<file path="src/rtl/ex_stage.sv">
// Execute stage of a 5-stage RV32I pipeline: operand forwarding, ALU, branch resolution
// and the EX/MEM pipeline register. Redirect outputs are combinational.
module ex_stage (
    input  logic        clk,
    input  logic        rst,
    input  logic        StallM,
    input  logic [1:0]  ALUOp_decode,
    input  logic        RegWrite_decode,
    input  logic        ALUSrc_decode,
    input  logic        MemRead_decode,
    input  logic        MemWrite_decode,
    input  logic        MemtoReg_decode,
    input  logic        branch_decode,
    input  logic        lui_decode,
    input  logic        jump_decode,
    input  logic        jalr_decode,
    input  logic [31:0] pc_decode,
    input  logic [31:0] data1_decode,
    input  logic [31:0] data2_decode,
    input  logic [31:0] imm_out_decode,
    input  logic [2:0]  funct3_decode,
    input  logic [6:0]  funct7_decode,
    input  logic [4:0]  rd_decode,
    input  logic [1:0]  ForwardAE,
    input  logic [1:0]  ForwardBE,
    input  logic [31:0] alu_result_mem,
    input  logic [31:0] result_wb,
    output logic        PCSrcE,
    output logic [31:0] pc_target,
    output logic [31:0] alu_result_execute,
    output logic [31:0] write_data_execute,
    output logic [31:0] pc_plus4_execute,
    output logic [4:0]  rd_execute,
    output logic [2:0]  funct3_execute,
    output logic        RegWrite_execute,
    output logic        MemRead_execute,
    output logic        MemWrite_execute,
    output logic        MemtoReg_execute
);

    typedef enum logic [3:0] {
        ALU_ADD,
        ALU_SUB,
        ALU_SLL,
        ALU_SLT,
        ALU_SLTU,
        ALU_XOR,
        ALU_SRL,
        ALU_SRA,
        ALU_OR,
        ALU_AND
    } alu_op_t;

    alu_op_t     alu_op;
    logic [31:0] src_a;
    logic [31:0] fwd_b;
    logic [31:0] src_b;
    logic [31:0] alu_out;
    logic [31:0] exec_result;
    logic [31:0] pc_plus4;
    logic [31:0] jalr_sum;
    logic [4:0]  shamt;
    logic        branch_cond;

    // Only funct7[5] selects an alternate operation in RV32I.
    logic unused_funct7;
    assign unused_funct7 = ^{funct7_decode[6], funct7_decode[4:0]};

    always_comb begin
        case (ForwardAE)
            2'b01:   src_a = result_wb;
            2'b10:   src_a = alu_result_mem;
            default: src_a = data1_decode;
        endcase
    end

    always_comb begin
        case (ForwardBE)
            2'b01:   fwd_b = result_wb;
            2'b10:   fwd_b = alu_result_mem;
            default: fwd_b = data2_decode;
        endcase
    end

    assign src_b = ALUSrc_decode ? imm_out_decode : fwd_b;
    assign shamt = src_b[4:0];

    always_comb begin
        alu_op = ALU_ADD;
        case (ALUOp_decode)
            2'b00: alu_op = ALU_ADD;
            2'b01: alu_op = ALU_SUB;
            default: begin
                case (funct3_decode)
                    // ADDI has no SUB form, so funct7 is ignored for I-type 000.
                    3'b000:  alu_op = (ALUOp_decode == 2'b10 && funct7_decode[5]) ? ALU_SUB : ALU_ADD;
                    3'b001:  alu_op = ALU_SLL;
                    3'b010:  alu_op = ALU_SLT;
                    3'b011:  alu_op = ALU_SLTU;
                    3'b100:  alu_op = ALU_XOR;
                    3'b101:  alu_op = funct7_decode[5] ? ALU_SRA : ALU_SRL;
                    3'b110:  alu_op = ALU_OR;
                    default: alu_op = ALU_AND;
                endcase
            end
        endcase
    end

    always_comb begin
        alu_out = '0;
        case (alu_op)
            ALU_ADD:  alu_out = src_a + src_b;
            ALU_SUB:  alu_out = src_a - src_b;
            ALU_SLL:  alu_out = src_a << shamt;
            ALU_SLT:  alu_out = {31'd0, $signed(src_a) < $signed(src_b)};
            ALU_SLTU: alu_out = {31'd0, src_a < src_b};
            ALU_XOR:  alu_out = src_a ^ src_b;
            ALU_SRL:  alu_out = src_a >> shamt;
            ALU_SRA:  alu_out = $unsigned($signed(src_a) >>> shamt);
            ALU_OR:   alu_out = src_a | src_b;
            ALU_AND:  alu_out = src_a & src_b;
            default:  alu_out = '0;
        endcase
    end

    assign pc_plus4 = pc_decode + 32'd4;

    always_comb begin
        if (lui_decode)
            exec_result = imm_out_decode;
        else if (jump_decode || jalr_decode)
            exec_result = pc_plus4;
        else
            exec_result = alu_out;
    end

    always_comb begin
        case (funct3_decode)
            3'b000:  branch_cond = (src_a == fwd_b);
            3'b001:  branch_cond = (src_a != fwd_b);
            3'b100:  branch_cond = ($signed(src_a) < $signed(fwd_b));
            3'b101:  branch_cond = !($signed(src_a) < $signed(fwd_b));
            3'b110:  branch_cond = (src_a < fwd_b);
            3'b111:  branch_cond = !(src_a < fwd_b);
            default: branch_cond = 1'b0;
        endcase
    end

    assign PCSrcE    = (branch_decode && branch_cond) || jump_decode || jalr_decode;
    assign jalr_sum  = src_a + imm_out_decode;
    assign pc_target = jalr_decode ? {jalr_sum[31:1], 1'b0} : (pc_decode + imm_out_decode);

    always_ff @(posedge clk or negedge rst) begin
        if (!rst) begin
            alu_result_execute <= '0;
            write_data_execute <= '0;
            pc_plus4_execute   <= '0;
            rd_execute         <= '0;
            funct3_execute     <= '0;
            RegWrite_execute   <= 1'b0;
            MemRead_execute    <= 1'b0;
            MemWrite_execute   <= 1'b0;
            MemtoReg_execute   <= 1'b0;
        end else if (!StallM) begin
            alu_result_execute <= exec_result;
            write_data_execute <= fwd_b;
            pc_plus4_execute   <= pc_plus4;
            rd_execute         <= rd_decode;
            funct3_execute     <= funct3_decode;
            RegWrite_execute   <= RegWrite_decode;
            MemRead_execute    <= MemRead_decode;
            MemWrite_execute   <= MemWrite_decode;
            MemtoReg_execute   <= MemtoReg_decode;
        end
    end

endmodule

</file>
<file path="config.mk">
export PLATFORM = sky130hd
export DESIGN_NAME = ex_stage
export DESIGN_NICKNAME = d
export VERILOG_FILES = /design/src/rtl/ex_stage.sv
export SDC_FILE = /design/constraint.sdc
export NUM_CORES = 1
export LEC_CHECK = 0
export CAP_MARGIN = 20
export CORE_MARGIN = 3
export CORE_UTILIZATION = 25
export CTS_BUF_LIST = sky130_fd_sc_hd__clkbuf_8 sky130_fd_sc_hd__clkbuf_16
export CTS_CLUSTER_DIAMETER = 40
export CTS_CLUSTER_SIZE = 16
export DETAILED_ROUTE_END_ITERATION = 16
export PLACE_DENSITY_LB_ADDON = 0.25
export SLEW_MARGIN = 5
export SYNTH_ARGS = -nofsm -noshare
export SYNTH_HDL_FRONTEND = slang
export SYNTH_SLANG_ARGS = --single-unit
</file>
<file path="constraint.sdc">
create_clock -name clk -period 12.01 [get_ports clk]
set_clock_uncertainty 0.15 [all_clocks]
set_input_delay 3.0025 -clock clk [delete_from_list [all_inputs] [get_ports clk]]
set_output_delay 3.0025 -clock clk [all_outputs]
set_load 0.1 [all_outputs]
</file>
Yosys cells after proc, flatten, opt, wreduce, memory -nomap -nowiden
Index checks and enable logic that the tools add are counted.
- flip-flop bits (word level): 108
- output and inout port bits: 141
- $add $sub $neg: 5
- order comparisons: 4
- eq/ne operators: 24
- shift operators: 3
- mux-type cells: 12
- bitwise gates (word level): 3
- reductions and logical operators: 10
- operator list (operator ; number):
    32-bit case mux with 10 select lines ; 1
    32-bit < comparator ; 4
    32-bit 2-to-1 mux ; 4
    32-bit case mux with 2 select lines ; 2
    32-bit adder ; 3
    32-bit by 3-bit adder with 32-bit output, second input constant ; 1
    32-bit bitwise AND ; 1
    32-bit == test ; 1
    32-bit != test ; 1
    32-bit bitwise OR ; 1
    32-bit by 5-bit left shift with 32-bit output ; 1
    32-bit by 5-bit >> shifter with 32-bit output ; 1
    32-bit by 5-bit >>> shifter with 32-bit output ; 1
    32-bit subtractor ; 1
    32-bit bitwise XOR ; 1
    4-bit case mux with 7 select lines ; 1
    4-bit by 3-bit == test with 1-bit output, second input constant ; 4
    3-bit == test, second input constant ; 4
    4-bit by 2-bit == test with 1-bit output, second input constant ; 2
    4-bit == test, second input constant ; 2
    4-bit case mux with 2 select lines ; 1
    2-bit by 1-bit == test with 1-bit output, second input constant ; 3
    2-bit == test, second input constant ; 3
    3-bit by 2-bit == test with 1-bit output, second input constant ; 2
    10 further kinds ; 15

Logic depth before layout (Yosys ltp)
Gate-level depths: netlist of run 1.
- word-level depth: 9
- mapped depth: 21

Worst setup path after synthesis of run 1
OpenSTA, ideal clock, no wires.
- path kind: input port to output port
- from: in ForwardBE[0]
- to: out PCSrcE
- arrival: 7898 ps
- data required time: 8858 ps
- path slack: 960 ps
- cell stages on the path: 18
- cells stage by stage: inv_1 -> ha_1 -> buf_6 -> clkbuf_1 -> clkbuf_1 -> a221o_1 -> o21ai_0 -> ha_1 -> a21o_1 -> a21o_1 -> a21oi_1 -> o21ai_0 -> a211o_1 -> a21oi_1 -> o2111ai_1 -> o211ai_1 -> xnor2_1 -> o21ai_0
- cells in the longest elaborated chain, start to end: 8
- elaborated cells on any way between the ends: 13
- those cells by class: order compare: 2; eq/ne: 4; mux: 2; reduce/logical: 5
- RTL lines (element ; line ; source):
    start, declared ; 25 ; input logic [1:0] ForwardBE,
    2-bit == test / 2-bit by 1-bit == test with 1-bit output (equally long branches) ; 78 ; case (ForwardBE)
    32-bit case mux with 2 select lines * ; 78 ;
    32-bit < comparator (on tied branches) ; - ;
    1-bit zero test (on tied branches) ; 144, 142 ;
    1-bit case mux with 6 select lines * ; 138 ; case (funct3_decode)
    1-bit logical AND * ; 149 ; assign PCSrcE = (branch_decode && branch_cond) || jump_decode || jalr_decode;
    1-bit logical OR * (2 in series) ; 149 ;
    end, declared ; 28 ; output logic PCSrcE,
Mark *: on every way between the ends. The rest lies on a longest branch, timed or not.

Worst setup path in the final report of run 1
- from: in ForwardAE[0]
- to: out pc_target[31]
- cells in the longest elaborated chain, start to end: 4
- elaborated cells on any way between the ends: 5
- those cells by class: add/sub: 1; eq/ne: 2; mux: 2
- RTL lines (element ; line ; source):
    start, declared ; 24 ; input logic [1:0] ForwardAE,
    2-bit == test / 2-bit by 1-bit == test with 1-bit output (equally long branches) ; 70 ; case (ForwardAE)
    32-bit case mux with 2 select lines * ; 70 ;
    32-bit adder * ; 150 ; assign jalr_sum = src_a + imm_out_decode;
    32-bit 2-to-1 mux * ; 151 ; assign pc_target = jalr_decode ? {jalr_sum[31:1], 1'b0} : (pc_decode + imm_out_decode);
    end, declared ; 29 ; output logic [31:0] pc_target,
Marked as above.

==> results of run 1 <==
## area by class of cell
class,instances,area share
Multi-Input combinational cell,2295,0.6272
Antenna cell,5,0.0005002
Sequential cell,108,0.1080
Clock buffer,9,0.009004
Inverter,133,0.02016
Clock inverter,6,0.001851
Tap cell,1030,0.05152
Timing Repair Buffer,467,0.1817
## registers in the layout (all words and copies together) (netlist names)
name and count:
alu_result_execute 32, pc_plus4_execute 32, write_data_execute 32, rd_execute 5, funct3_execute 3, MemRead_execute 1, MemWrite_execute 1, MemtoReg_execute 1
RegWrite_execute 1
## report_power, final
part           switching (W)  internal (W)  total, W  leakage (nW)
Clock               0.000188      0.000143  0.000331         0.135
Sequential         0.0000402      0.000410  0.000451          1.29
Combinational        0.00162      0.000709   0.00233          9.01
Total                0.00184       0.00126   0.00311          10.4
## per-stage QoR
stage	instances	power, W	worst slack [ps]	util
2_1_floorplan	2708	0.001941	959.8	-
3_3_place_gp	4032	0.002742	840.6	0.3221
3_5_place_dp	4033	0.002734	843.0	0.3224
4_1_cts	4048	0.003077	824.9	0.3259
5_1_grt	4048	0.003241	444.8	0.3259
6_report	4053	0.003107	759.0	0.3261
## critical path: cells and delay by family
family          cells  cell delay, ps
compound gates      5            1410
xor+xnor            1             320
fa+ha+maj           2            1110
buf+inv             5            1390
mux                 1             260
simple gates        4             580
## worst max path at each step
| stage | from | end | slack, ps | cells after the start |
|---|---|---|---|---|
| floorplan | ForwardBE[0] | PCSrcE | 960 | 18 |
| global placement | ForwardAE[0] | pc_target[31] | 840 | 18 |
| detailed placement | ForwardAE[0] | pc_target[31] | 840 | 18 |
| CTS | ForwardAE[0] | pc_target[31] | 820 | 18 |
| global route | ForwardAE[0] | pc_target[31] | 440 | 18 |
| finish | ForwardAE[0] | pc_target[31] | 760 | 18 |
## cells by family (layout without fill, tap and decap cells)
family          count (synthesis)  count (layout)  synth area share
compound gates               1002            1002            0.3335
simple gates                  805             805            0.1873
buf+inv                       305             615           0.06369
fa+ha+maj                     208             208            0.1346
mux                           189             189            0.1021
flops                         108             108            0.1381
xor+xnor                       91              91           0.04074
other cells                     0               5                 0
## routing by layer
layer  vias up  GRT usage  part of all wire
li1      10695          -                 -
met2      1305     0.4024              0.44
met3       282    0.04311             0.076
met4         2     0.1473             0.065
met1     11332     0.3503              0.42
met5         -          0           0.00014
## placed cells by master, fill, tap and decap left out, drive strengths merged, types with 23 or more instances in the layout
cell / instances
a211oi: 53
a21o: 51
a21oi: 227
a221o: 36
a22oi: 38
a31oi: 38
and3: 34
buf: 145
clkdlybuf4s50: 322
dfrtp: 108
ha: 204
inv: 136
mux2: 54
mux2i: 132
nand2: 318
nand3: 65
nand4: 29
nor2: 202
nor3: 45
o211ai: 45
o21ai: 288
o21bai: 23
xnor2: 59
xor2: 32
==> results.md, run 1 <==
* Outcome: complete, no violations
* H-tree levels at 3
* Cell with the most instances after synthesis: nand2_1
* Hold path cells at 2
* Critical Path RT at 8860 ps
* Fill count at 8429
* Max clock buf depth at 2
* Row count at 101
* Die Footprint at 81650 um2
* CP Class: in -> out
* Synth Instances at 2708
* Post-route cell area at 25010 um2
* GR Util All Layers at 0.2629
* Die W at 285.8 um
* Max-cap violations at 0
* Worst Reg-to-Reg Cells at 4
* Core outline area at 76710 um2
* Final Hold Fails at 0
* Synth cell count leaders: nand2_1, o21ai_0, a21oi_1
* HP Start: alu_result_execute[6]
* Asr flop ratio synth at 1.000
* PortBufs at 359
* Die height at 285.8 um
* Yosys reg bits at 108
* Worst Max-Slew Pin Slew at 1221 ps
* Largest net degree at the start of global routing at 73
* Reg area at 2703 um2
* Initial Util at 0.2551
* Avg Inst Size Synth at 7.225 um2
* Fmax at 0.08888 GHz
* Top cells by area, synth: dfrtp_1, ha_1, mux2i_1, o21ai_0, nand2_1
* Slowest CP cell: ha_2
* Slowest stage delay, CP at 640 ps
* Area leader, netlist: dfrtp_1
* Critical path, cell by cell: clkdlybuf4s50_1, inv_1, ha_2, buf_4, o21ai_1, ha_1, nand3_1, nor2_1, nor3b_1, a211oi_1, buf_4, o21ai_0, a31oi_1, o21ai_0, mux2i_1, nand3_1, xnor2_1, buf_12
* Initial antenna violation count at 4
* Worst r2r src: alu_result_execute[17]
* PostCTS Resize Cnt at 0
* Post-DP HPWL at 88610 um
* Area growth syn-to-layout at 27.84%
* Vias at 23616
* Syn Nets at 3141
* CTS tree: yes
* R2r setup slk at 9540 ps
* First-pass DRT Iterations at 8
* Crit path capture type: output port
* DR WL/cell at 27.77 um
* Fin crit period at 11250 ps
* Yosys cell types at 89
* Synth warn at 0
* Num CTS Buffers at 9
* Vias/cell at 5.827
* Grt ovf at 0
* Hold Slack at 348.2 ps
* Layout cell share with drive strength beyond 1 at 0.08416
* Post-Syn Area at 19570 um2
* Max Slew Vio Count at 0
* Post-CTS Setup Bufs at 0
* Reg2reg end: alu_result_execute[17]
* Leakage power at 10.44 nW
* Maximum fanout along the worst path at 37
* Final nets at 3447
* Root buf cell: clkbuf_16
* Routed WL at 112600 um
* Io pins at 366
* # clock sinks at 108
* Initial DRC Count at 2836
* Multi-input gate area at 15690 um2
* Seq/Total Area, Yosys at 0.1381
* # hold bufs at CTS at 0
* Worst-Skew Late Latency at 420 ps
* Setup_tns at 0 ps
* Post-route DRC at 0
* WP data arrival at 8100 ps
* Hold Path End: alu_result_execute[6]
* Cell Area, Placed at 24730 um2
* Post-synth EDFFs at 0
* Clock transition at the registers of the reported paths at 80 ps
* Slew headroom at 0.1836
* Vias in the first global route at 22037
* GP Congestion at 1.028
* RSZ-0062 raised after global routing: no
* Type of the most critical hold path: reg -> reg
* Main flop type after synthesis: dfrtp_1
* Fin crit share at 0.9368
* Worst IR Drop VDD at 0.09332 mV
* Pwr dens at 124.2 nW/um2
* Final antenna-violating net count at 0
* CP Launch Type: primary input
* First-pass GRT wire length at 158900 um
* Final count of negative-setup-slack endpoints at 0
* Post-synth top area share at 0.1381
Power figures use the tool's default switching activity.
==> run 2, diff against run 1 <==
--- a/config.mk
+++ b/config.mk
@@ -12,6 +12,7 @@
 export CTS_CLUSTER_DIAMETER = 40
 export CTS_CLUSTER_SIZE = 16
 export DETAILED_ROUTE_END_ITERATION = 16
+export GPL_ROUTABILITY_DRIVEN = 0
 export PLACE_DENSITY_LB_ADDON = 0.25
 export SLEW_MARGIN = 5
 export SYNTH_ARGS = -nofsm -noshare
==> run 2 against run 1 <==
Net effect:
- routed wire length fell by 1.6%
- sequential power barely moved
- non-clock buffer count fell by 5
- worst setup slack got worse by 98 ps
- combinational power barely moved
- largest power group unchanged
- highest routed layer unchanged
==> results.md, run 2 (synthesis results as in run 1) <==
* Fmax at 0.08812 GHz
* Die height at 285.8 um
* Layout cell share with drive strength beyond 1 at 0.08331
* PortBufs at 359
* Clock transition at the registers of the reported paths at 80 ps
* CP Class: in -> out
* Worst-Skew Late Latency at 410 ps
* Final antenna-violating net count at 0
* Final Hold Fails at 0
* Biggest regs: alu_result_execute (32), pc_plus4_execute (32), write_data_execute (32)
* Worst slack, placed at 820.1 ps
* Max-cap violations at 0
* Vias in the first global route at 22106
* Core outline area at 76710 um2
* Routed WL at 110700 um
* Final nets at 3442
* HP Start: write_data_execute[30]
* Root buf cell: clkbuf_16
* Initial antenna violation count at 7
* Worst r2r src: alu_result_execute[17]
* Die Footprint at 81650 um2
* Gate power share at 0.739
* GR Util All Layers at 0.2576
* Critical Path RT at 8860 ps
* Hold path cells at 2
* PostCTS Resize Cnt at 0
* Area growth syn-to-layout at 27.70%
* Crit path launch: ForwardAE[0]
* Commonest non-fill, non-tap cells in the layout: clkdlybuf4s50_1, nand2_1, o21ai_0, a21oi_1, ha_1
* Crit path capture type: output port
* CTS tree: yes
* Setup_tns at 0 ps
* # hold bufs at CTS at 0
* CP Launch Type: primary input
* # clock sinks at 108
* Post-CTS Setup Bufs at 0
* Sw Ratio at 0.5892
* Worst Reg-to-Reg Cells at 4
* Type of the most critical hold path: reg -> reg
* Cell internal pwr at 0.001287 W
* Final worst slack at 661.4 ps
* Die W at 285.8 um
* Max clock buf depth at 2
* Clock power share at 0.117
* Row count at 101
* Hold Slack at 348.7 ps
* Worst IR Drop VDD at 0.1212 mV
* Largest net degree at the start of global routing at 72
* Most common cell after layout, fill and taps aside: clkdlybuf4s50_1
* Vias/cell at 5.886
* WP data arrival at 8200 ps
* Fin crit period at 11350 ps
* First-pass DRT Iterations at 8
* Fin crit share at 0.9449
* Max Slew Vio Count at 0
* Post-route DRC at 0
* Initial Util at 0.2551
* Post-route cell area at 24990 um2
* Worst Max-Slew Pin Slew at 1154 ps
* DR WL/cell at 27.37 um
* Grt ovf at 0
* Final count of negative-setup-slack endpoints at 0
* Cell Area, Placed at 24670 um2
* H-tree levels at 3
* Io pins at 366
* Vias at 23810
* Num CTS Buffers at 9
* Leakage power at 10.43 nW
* Maximum fanout along the worst path at 35
* Outcome: complete, no violations
* Pwr Total at 0.003134 W
* Slew headroom at 0.2283
* RSZ-0062 raised after global routing: no
* Pwr dens at 125.4 nW/um2
* Seq pwr share at 0.144
* Initial DRC Count at 2841
* Post-DP HPWL at 87020 um
* Sw power at 0.001846 W
* First-pass GRT wire length at 156800 um
## run 2: final cells by class
type                            count  area, um2
Tap cell                         1030       1289
Sequential cell                   108       2703
Fill cell                        8338      51720
Inverter                          133      504.2
Clock inverter                      5      70.07
Clock buffer                       10      239.0
Antenna cell                        2      5.005
Timing Repair Buffer              462       4492
Multi-Input combinational cell   2295      15680
## run 2: critical path, stage by stage
cell and delay [ps]:
clkdlybuf4s50_1 480, inv_1 50, ha_2 670, buf_4 460, o21ai_1 270, ha_1 480
nand3_1 130, nor2_1 180, nor3b_1 210, a211oi_1 90, buf_4 170, o21ai_0 360
a31oi_1 260, o21ai_0 430, mux2i_1 270, nand3_1 110, xnor2_1 320, buf_12 220
## run 2: path summary, 6_finish.rpt
kind | end | slack [ps]
min reg2reg | write_data_execute[30] | 350
max reg2reg | alu_result_execute[17] | 9570
max in group asynchronous | write_data_execute[11] | 7800
max | pc_target[31] | 660
min in group asynchronous | rd_execute[2] | 2460
min | write_data_execute[30] | 350
## run 2: stage by stage
stage                 util  instances
finish              0.3257       4045
global route        0.3257       4043
CTS                 0.3257       4043
detailed placement  0.3216       4028
global placement    0.3216       4028
floorplan                -       2708
## run 2: power groups by stage
stage          Combinational [W]  Sequential (W)  Clock, W
3_3_place_gp             0.00227        0.000458         0
4_1_cts                  0.00227        0.000451  0.000370
3_5_place_dp             0.00226        0.000457         0
2_1_floorplan            0.00115        0.000790         0
6_report                 0.00232        0.000452  0.000366
5_1_grt                  0.00243        0.000456  0.000380
## run 2: per-layer routing
metal,GRT usage,wire [um],vias up
met3,0.04789,10110,377
met4,0.1702,8687,6
met2,0.3845,46810,1428
met5,0,38,-
met1,0.3379,45070,11323
li1,-,-,10676
